$ cat config.mk
export PLATFORM = sky130hd
export DESIGN_NAME = grid_serializer
export DESIGN_NICKNAME = d
export VERILOG_FILES = /design/src/rtl/grid_serializer.sv
export SDC_FILE = /design/constraint.sdc
export NUM_CORES = 1
export LEC_CHECK = 0
export BUFFER_PORTS_ARGS = -buffer_cell sky130_fd_sc_hd__buf_2
export CAP_MARGIN = 20
export CORE_MARGIN = 3
export CORE_UTILIZATION = 40
export DETAILED_ROUTE_END_ITERATION = 16
export GPL_ROUTABILITY_DRIVEN = 0
export HOLD_SLACK_MARGIN = 0.15
export SLEW_MARGIN = 10
export SYNTH_ARGS = -nofsm -noshare
export SYNTH_HDL_FRONTEND = slang
export SYNTH_SLANG_ARGS = --single-unit
$ cat constraint.sdc
create_clock -name clk -period 2.5 [get_ports clk]
set_clock_uncertainty 0.2 [all_clocks]
set_input_delay 0.25 -clock clk [delete_from_list [all_inputs] [get_ports clk]]
set_output_delay 0.25 -clock clk [all_outputs]
set_load 0.01 [all_outputs]
$ cat src/rtl/grid_serializer.sv
// rtl/grid_serializer.sv - FIFO-buffered ROWSxCOLS grid to bit-serial stream with position tags
// Optional feature macro: GRID_PARITY_EN (appends an even-parity beat to every frame)
module grid_serializer #(
    parameter int DEPTH = 4,
    parameter int ROWS  = 2,
    parameter int COLS  = 3
) (
    input  logic                                      clk,
    input  logic                                      rst,
    input  logic                                      in_valid,
    output logic                                      in_ready,
    input  logic [ROWS-1:0][COLS:1]                   in_grid,
    output logic                                      out_valid,
    input  logic                                      out_ready,
    output logic                                      out_bit,
    output logic [((ROWS > 1) ? $clog2(ROWS) : 1)-1:0] out_row,
    output logic [$clog2(COLS+1)-1:0]                 out_col,
    output logic                                      out_last,
    output logic                                      out_par,
    output logic [7:0]                                frames_done
);
    localparam int N   = ROWS * COLS;
    localparam int RW  = (ROWS > 1) ? $clog2(ROWS) : 1;
    localparam int CLW = $clog2(COLS + 1);
    localparam int PW  = $clog2(DEPTH);
    localparam int CW  = PW + 1;

    localparam logic [RW-1:0]  ROW_TOP = RW'(ROWS - 1);
    localparam logic [CLW-1:0] COL_TOP = CLW'(COLS);
    localparam logic [CLW-1:0] COL_ONE = CLW'(1);
    localparam logic [CW-1:0]  FULL    = CW'(DEPTH);

    localparam logic [0:0] S_IDLE  = 1'b0;
    localparam logic [0:0] S_SHIFT = 1'b1;

    logic [N-1:0]   in_flat;
    logic [N-1:0]   mem_q [DEPTH];
    logic [N-1:0]   mem_d [DEPTH];
    logic [PW-1:0]  wr_ptr_q, wr_ptr_d, rd_ptr_q, rd_ptr_d;
    logic [CW-1:0]  count_q, count_d;
    logic [0:0]     state_q, state_d;
    logic [N-1:0]   sr_q, sr_d;
    logic [RW-1:0]  row_q, row_d;
    logic [CLW-1:0] col_q, col_d;
    logic [7:0]     frames_q, frames_d;
    logic           push, pop, beat, last_beat, fifo_empty;
`ifdef GRID_PARITY_EN
    logic           par_beat_q, par_beat_d, par_bit_q, par_bit_d;
`endif

    // Packed [ROWS-1:0][COLS:1] flattens so that the first element emitted is the MSB.
    assign in_flat = in_grid;

    always_comb begin
        in_ready   = (count_q != FULL);
        fifo_empty = (count_q == '0);
        push       = in_valid && in_ready;
        beat       = (state_q == S_SHIFT) && out_ready;
`ifdef GRID_PARITY_EN
        last_beat  = par_beat_q;
`else
        last_beat  = (row_q == '0) && (col_q == COL_ONE);
`endif
        pop        = !fifo_empty && ((state_q == S_IDLE) || (beat && last_beat));
    end

    always_comb begin
        mem_d    = mem_q;
        wr_ptr_d = wr_ptr_q;
        rd_ptr_d = rd_ptr_q;
        count_d  = count_q;
        state_d  = state_q;
        sr_d     = sr_q;
        row_d    = row_q;
        col_d    = col_q;
        frames_d = frames_q;
`ifdef GRID_PARITY_EN
        par_beat_d = par_beat_q;
        par_bit_d  = par_bit_q;
`endif
        if (push) begin
            mem_d[wr_ptr_q] = in_flat;
            wr_ptr_d        = wr_ptr_q + PW'(1);
        end
        if (pop) begin
            rd_ptr_d = rd_ptr_q + PW'(1);
        end
        case ({push, pop})
            2'b10:   count_d = count_q + CW'(1);
            2'b01:   count_d = count_q - CW'(1);
            default: count_d = count_q;
        endcase
        if (beat) begin
            sr_d = sr_q << 1;
            if (last_beat) begin
                frames_d = frames_q + 8'd1;
                state_d  = S_IDLE;
            end else if (col_q == COL_ONE) begin
                col_d = COL_TOP;
                row_d = row_q - RW'(1);
`ifdef GRID_PARITY_EN
                if (row_q == '0) begin
                    par_beat_d = 1'b1;
                    row_d      = '0;
                    col_d      = '0;
                end
`endif
            end else begin
                col_d = col_q - CLW'(1);
            end
        end
        // A pop on the final beat reloads in the same edge, so frames run back to back.
        if (pop) begin
            sr_d    = mem_q[rd_ptr_q];
            row_d   = ROW_TOP;
            col_d   = COL_TOP;
            state_d = S_SHIFT;
`ifdef GRID_PARITY_EN
            par_beat_d = 1'b0;
            par_bit_d  = ^mem_q[rd_ptr_q];
`endif
        end
    end

    always_ff @(posedge clk) begin
        mem_q <= mem_d;
        if (rst) begin
            wr_ptr_q <= '0;
            rd_ptr_q <= '0;
            count_q  <= '0;
            state_q  <= S_IDLE;
            sr_q     <= '0;
            row_q    <= '0;
            col_q    <= '0;
            frames_q <= '0;
`ifdef GRID_PARITY_EN
            par_beat_q <= 1'b0;
            par_bit_q  <= 1'b0;
`endif
        end else begin
            wr_ptr_q <= wr_ptr_d;
            rd_ptr_q <= rd_ptr_d;
            count_q  <= count_d;
            state_q  <= state_d;
            sr_q     <= sr_d;
            row_q    <= row_d;
            col_q    <= col_d;
            frames_q <= frames_d;
`ifdef GRID_PARITY_EN
            par_beat_q <= par_beat_d;
            par_bit_q  <= par_bit_d;
`endif
        end
    end

    always_comb begin
        out_valid   = (state_q == S_SHIFT);
        out_row     = out_valid ? row_q : '0;
        out_col     = out_valid ? col_q : '0;
        frames_done = frames_q;
`ifdef GRID_PARITY_EN
        out_bit  = out_valid && (par_beat_q ? par_bit_q : sr_q[N-1]);
        out_last = out_valid && par_beat_q;
        out_par  = out_valid && par_beat_q;
`else
        out_bit  = out_valid && sr_q[N-1];
        out_last = out_valid && last_beat;
        out_par  = 1'b0;
`endif
    end

endmodule

Word-level counts from Yosys, hierarchy flattened
Index checks and enable logic that the tools add are counted.
{"block": "totals", "regBits": 49, "in_bits": 10, "wordCells": 72, "out_inout_bits": 16}
{"block": "classes", "n_addsub": 7, "n_bitwise": 4, "eq_ne": 5, "reduce_logical": 19, "muxes": 22, "order_cmp": 3}
{"operator": "6-bit 2-to-1 mux", "count": 5}
{"operator": "24-bit bitwise mux", "count": 1}
{"operator": "6-bit binary-select mux with 2-bit select", "count": 1}
{"operator": "6-bit demux with 2-bit select", "count": 1}
{"operator": "2-bit 2-to-1 mux", "count": 5}
{"operator": "8-bit by 1-bit adder with 8-bit output, second input constant", "count": 1}
{"operator": "1-bit logical AND", "count": 8}
{"operator": "1-bit 2-to-1 mux", "count": 8}
{"operator": "2-bit nonzero test", "count": 4}
{"operator": "3-bit >= comparator, second input constant", "count": 2}
{"operator": "2-bit NOT with 3-bit output", "count": 2}
{"operator": "3-bit one-hot mux with 2 select lines", "count": 1}
{"operator": "2-bit AND reduction", "count": 3}
{"operator": "2-bit by 1-bit adder with 2-bit output, second input constant", "count": 2}
{"operator": "2-bit by 1-bit equality test with 1-bit output, second input constant", "count": 2}
{"operator": "3-bit by 1-bit adder with 3-bit output, second input constant", "count": 1}
{"operator": "3-bit logical NOT", "count": 1}
{"operator": "3-bit by 1-bit less-than comparator with 1-bit output, second input constant", "count": 1}
{"operator": "3-bit != test, second input constant", "count": 1}
{"operator": "3-bit AND reduction", "count": 1}
{"operator": "3-bit by 1-bit subtractor with 3-bit output, second input constant", "count": 1}
{"operator": "2-bit equality test, second input constant", "count": 1}
{"operator": "2-bit != test, second input constant", "count": 1}
{"operator": "1-bit NOT", "count": 2}
{"operator": "4 further kinds", "count": 4}

Depth between registers and ports, before layout
{"block": "logic_depth", "depth_word": 7, "depth_mapped": 10, "depth_no_buf": 9}

Least setup slack after synthesis
No wires, ideal clock.
{"block": "synth_timing", "path_kind": "register -> register", "start": "reg count_q[2]", "end": "reg count_q[2]", "stages_incl_launch_ff": 10, "t_arrival_ns": 2.131, "path_buffers": 0, "setup_time_ns": 0.071, "period_less_slack_ns": 2.402, "required_time_ns": 2.229, "slack_ns": 0.098, "path_cell_list": "dfxtp_1 or3b_4 and2_4 inv_2 ha_1 inv_1 fa_1 xor2_1 or3_1 a21oi_1"}
{"block": "synth_between", "elab_cells_between_ends": 11, "classes_between": "add/sub: 2; eq/ne: 3; mux: 1; reduce/logical: 5"}
{"item": "start: declaration", "line": "40", "text": "logic [CW-1:0] count_q, count_d;"}
{"item": "start signal: assignment", "line": "143", "text": "count_q <= count_d;"}
{"item": "3-bit != test *", "line": "55", "text": "in_ready = (count_q != FULL);"}
{"item": "via in_ready", "line": "11", "text": "output logic in_ready,"}
{"item": "1-bit logical AND *", "line": "57", "text": "push = in_valid && in_ready;"}
{"item": "2-bit by 1-bit equality test with 1-bit output / 2-bit equality test (equally long branches)", "line": "88", "text": "case ({push, pop})"}
{"item": "3-bit one-hot mux with 2 select lines / 2-bit nonzero test (equally long branches)"}
The timed path passes the listed nets; every way through them passes the cells marked *.
A chain may end at the register's enable or synchronous reset.

Worst setup path after layout
{"block": "layout_timing", "start": "reg count_q[1]", "end": "reg count_q[2]"}
{"block": "layout_between", "elab_chain_cells": 5, "elab_cells_between_ends": 11, "classes_between": "add/sub: 2; eq/ne: 3; mux: 1; reduce/logical: 5"}
{"item": "3-bit logical NOT", "line": "56", "text": "fifo_empty = (count_q == '0);"}
{"item": "1-bit logical NOT", "line": "64", "text": "pop = !fifo_empty && ((state_q == S_IDLE) || (beat && last_beat));"}
{"item": "1-bit logical AND", "line": "64"}
{"item": "2-bit by 1-bit equality test with 1-bit output / 2-bit equality test (equally long branches)", "line": "88"}
{"item": "3-bit one-hot mux with 2 select lines / 2-bit nonzero test (equally long branches)"}
Several ways; a longest one is shown, not always the timed one.

==> tab_implementation.tex <==
\begin{tabular}{lr}
\hline
Metric & Value \\
\hline
\multicolumn{2}{l}{\textbf{Timing}} \\
Final setup slack of the worst path & 94.68 ps \\
Part of the cycle the worst path needs & 0.9621 \\
Time the worst path needs with I/O delays and setup & 2405 ps \\
Final setup violation count & 0 \\
Achievable Freq & 415.7 MHz \\
Hold\_ws & 176.7 ps \\
Final number of max-transition violations & 0 \\
Worst slew margin relative to its limit & 0.6391 \\
Hold violation count in the final report & 0 \\
Pin slew with the least headroom to its limit & 541.4 ps \\
Setup tns final & 0 ps \\
\multicolumn{2}{l}{\textbf{Worst setup path}} \\
Kind of start point of the critical path & flop \\
CP Max Fanout & 4 \\
Critical path's top delay family & simple AND/OR/NAND/NOR gates \\
Peak per-stage delay on the critical path & 370 ps \\
Worst EP required & 2530 ps \\
R2r endpoint & count\_q[2]\$\_SDFFE\_PP0P\_ \\
Last element of the critical path & count\_q[2]\$\_SDFFE\_PP0P\_ \\
Worst reg-to-reg setup slack & 90 ps \\
Cell with the biggest individual delay on the critical path & or3b\_4 \\
Critical path class & reg2reg \\
Sort of element at the end of the critical path & flop \\
Reg-to-reg critical path startpoint & count\_q[1]\$\_SDFFE\_PP0P\_ \\
Endpoint arrival time on the critical path & 2440 ps \\
Setup crit start & count\_q[1]\$\_SDFFE\_PP0P\_ \\
Worst path cell trace & or3b\_4 > and2\_4 > inv\_2 > ha\_4 > inv\_1 > fa\_2 > xor2\_1 > or3\_1 > a21oi\_2 \\
Number of cells on the critical path & 9 \\
Worst reg-to-reg path cell count & 9 \\
Number of buffer and inverter stages on the critical path & 2 \\
\multicolumn{2}{l}{\textbf{Die}} \\
Die Wd & 81.00 µm \\
Starting density of the core & 0.4269 \\
Count of standard-cell rows & 26 \\
Chip height & 81.00 µm \\
Ports placed on the boundary & 26 \\
Placeable core area & 5270 µm² \\
Die outline area & 6560 µm² \\
\multicolumn{2}{l}{\textbf{Global routing}} \\
Wire length of the first global-routing pass & 6.458 mm \\
Number of antenna violations at the first check in global routing & 0 \\
Largest net degree at the start of global routing & 26 \\
Global Route Usage Sum & 0.1306 \\
Vias in the first global route & 1,372 \\
Total overflow reported by the global router & 0 \\
\multicolumn{2}{l}{\textbf{Run}} \\
\# Max-Cap Violations & 0 \\
\multicolumn{2}{l}{\textbf{Logic synthesis}} \\
Cell area after synthesis & 2250 µm² \\
Ys flop type & dfxtp\_1 \\
Proportion of synthesized chip area in sequential cells & 0.5428 \\
Total nets after synthesis & 205 \\
Area share of the largest cell type after synthesis & 0.3204 \\
Share of flip-flops with an asynchronous set or reset & 0 \\
Top cells by instance count after synthesis & dfxtp\_1 (25), edfxtp\_1 (24), nand2\_1 (17), nor2\_1 (17) \\
Number of flops mapped to enable cells by yosys & 24 \\
Largest area contributor in the netlist & edfxtp\_1 \\
Flip-flop and latch count after synthesis & 49 \\
Synth unique cells & 42 \\
Most numerous cell in the Yosys netlist & dfxtp\_1 \\
Gate Count Post-Synth & 188 \\
Average size of a mapped cell & 11.97 µm² \\
Top cells by area, synth & edfxtp\_1 (32\%), dfxtp\_1 (22\%), mux4\_2 (6.0\%) \\
Yosys warnings & 0 \\
\multicolumn{2}{l}{\textbf{Placed design}} \\
Pre-CTS setup slack & 10.99 ps \\
Number of buffers inserted by port buffering & 24 \\
Half-perimeter wire length after detailed placement & 2.629 mm \\
\multicolumn{2}{l}{\textbf{Power and ir drop}} \\
Static leakage power & 0.9718 nW \\
Pwr/cell area & 974.2 nW/µm² \\
Maximum VDD drop & 407.1 µV \\
Final Total Pwr & 2.565 mW \\
\multicolumn{2}{l}{\textbf{Detailed routing}} \\
DRT iter0 DRCs & 80 \\
Routed wire length & 3.759 mm \\
First-pass iteration count of the detailed router & 4 \\
\# DRC & 0 \\
Detailed-route wire length per cell & 12.79 µm \\
Routed via count divided by cell count & 4.816 \\
Via count & 1,416 \\
Number of antenna-violating nets in the routed design & 0 \\
\multicolumn{2}{l}{\textbf{Layout}} \\
Filler cells & 483 \\
Share of final-layout standard cells stronger than drive strength 1 & 0.3125 \\
Core Util, Final & 0.4995 \\
Antenna cell count & 0 \\
Area growth from synthesis to layout & 17.02\% \\
NumNets Final & 240 \\
\multicolumn{2}{l}{\textbf{Clock network}} \\
Maximum clock insertion buffer count & 2 \\
CTS sink cnt & 49 \\
Clock tree from TritonCTS & yes \\
Cts bufs inserted & 5 \\
H-tree Lvls & 2 \\
Clock insertion delay at the later pin of the skew report & 300 ps \\
Clock root buffer & clkbuf\_8 \\
Clk slew on worst S/H paths & 100 ps \\
\multicolumn{2}{l}{\textbf{Run status}} \\
Status & finished, final reports clean \\
\multicolumn{2}{l}{\textbf{Min path}} \\
Hold path startpoint & in\_valid \\
Path class of the lowest-slack min-delay path & in2reg \\
\hline
\end{tabular}
## cells in the final DEF (no fill, tap or decap), types with 3 or more instances in the layout
cell type | synthesis | layout
buf_4 | 3 | 9
nand3_1 | 7 | 7
xnor2_1 | 8 | 8
inv_1 | 10 | 9
buf_2 | 2 | 24
nor3_1 | 3 | 3
and2_1 | 3 | 3
nand2_1 | 17 | 17
edfxtp_1 | 24 | 24
a311oi_2 | 5 | 5
a21oi_1 | 10 | 9
ha_1 | 6 | 5
o21ai_0 | 4 | 4
mux4_2 | 6 | 6
nor2_1 | 17 | 17
dlygate4sd3_1 | 0 | 6
clkbuf_8 | 0 | 5
and3_1 | 4 | 4
dfxtp_1 | 25 | 23
## sequential cells by signal, summed over array words and instances, names as in the netlist
register     count
wr_ptr_q         2
col_q            2
row_q            1
mem_q           24
sr_q             6
rd_ptr_q         2
count_q          3
out_valid        1
frames_done      8
## cell families (layout without fill, tap and decap cells)
family / Yosys count / count (layout) / share of synthesized area
xor+xnor: 10 / 10 / 0.03893
compound gates: 24 / 24 / 0.08398
other cells: 1 / 1 / 0.001667
buf+inv: 22 / 58 / 0.05006
mux: 7 / 7 / 0.06452
flops: 49 / 49 / 0.5428
simple gates: 68 / 68 / 0.1757
fa+ha+maj: 7 / 7 / 0.04227
## worst min path at each step
| stage | cells after the start | to | slack, ps |
|---|---|---|---|
| after detailed placement | 2 | sr_q[0]$_SDFFE_PP0P_ | 260 |
| after global routing | 4 | wr_ptr_q[1]$_SDFFE_PP0P_ | 180 |
| after global placement | 2 | sr_q[0]$_SDFFE_PP0P_ | 260 |
| final | 4 | wr_ptr_q[1]$_SDFFE_PP0P_ | 180 |
| after CTS | 4 | wr_ptr_q[1]$_SDFFE_PP0P_ | 170 |
| after floorplan | 0 | mem_q[0]$_DFFE_PP_ | 150 |
## area by class of cell
cell class              count  area [µm²]  share of cell area
clock buffers               5       68.82             0.02614
clock inverters             3       28.78             0.01093
inverters                  11       41.29             0.01568
multi-input cells         117       934.6              0.3550
flip-flops and latches     49        1224              0.4648
well taps                  70       87.58             0.03327
repair buffers             39       247.7             0.09411
## repair_timing
item                                   CTS  global route
cloned                                   0             0
setup buffers                            0             1
resized for setup                        1             6
pin swaps                                0             1
endpoints found under the hold margin   24             0
hold buffers                             6             0
setup endpoints to repair                1             1
## stage by stage
stage,cell area [µm²],cells
floorplan,2250,188
global placement,2446,279
detailed placement,2446,279
CTS,2605,293
global route,2633,294
finish,2633,294
## report_power, final
part | internal (mW) | total, mW | switching (mW) | leakage, nW
Clock | 0.210 | 0.497 | 0.287 | 0.0506
Combinational | 0.481 | 0.980 | 0.499 | 0.495
Sequential | 0.987 | 1.09 | 0.101 | 0.426
Total | 1.68 | 2.56 | 0.887 | 0.972
## metal layers
| metal | global-route usage | wire length, µm |
|---|---|---|
| met2 | 0.1856 | 1586 |
| met1 | 0.1882 | 1946 |
| met5 | 0 | 0 |
| met4 | 0.06081 | 88 |
| met3 | 0.02993 | 138 |
## worst min-delay path: cells and delay by family
family	cells	cell delay, ps
AO/OA/AOI/OAI	1	50
buffers and inverters	1	120
AND/OR/NAND/NOR	2	220
(Power assumes the default switching activity.)
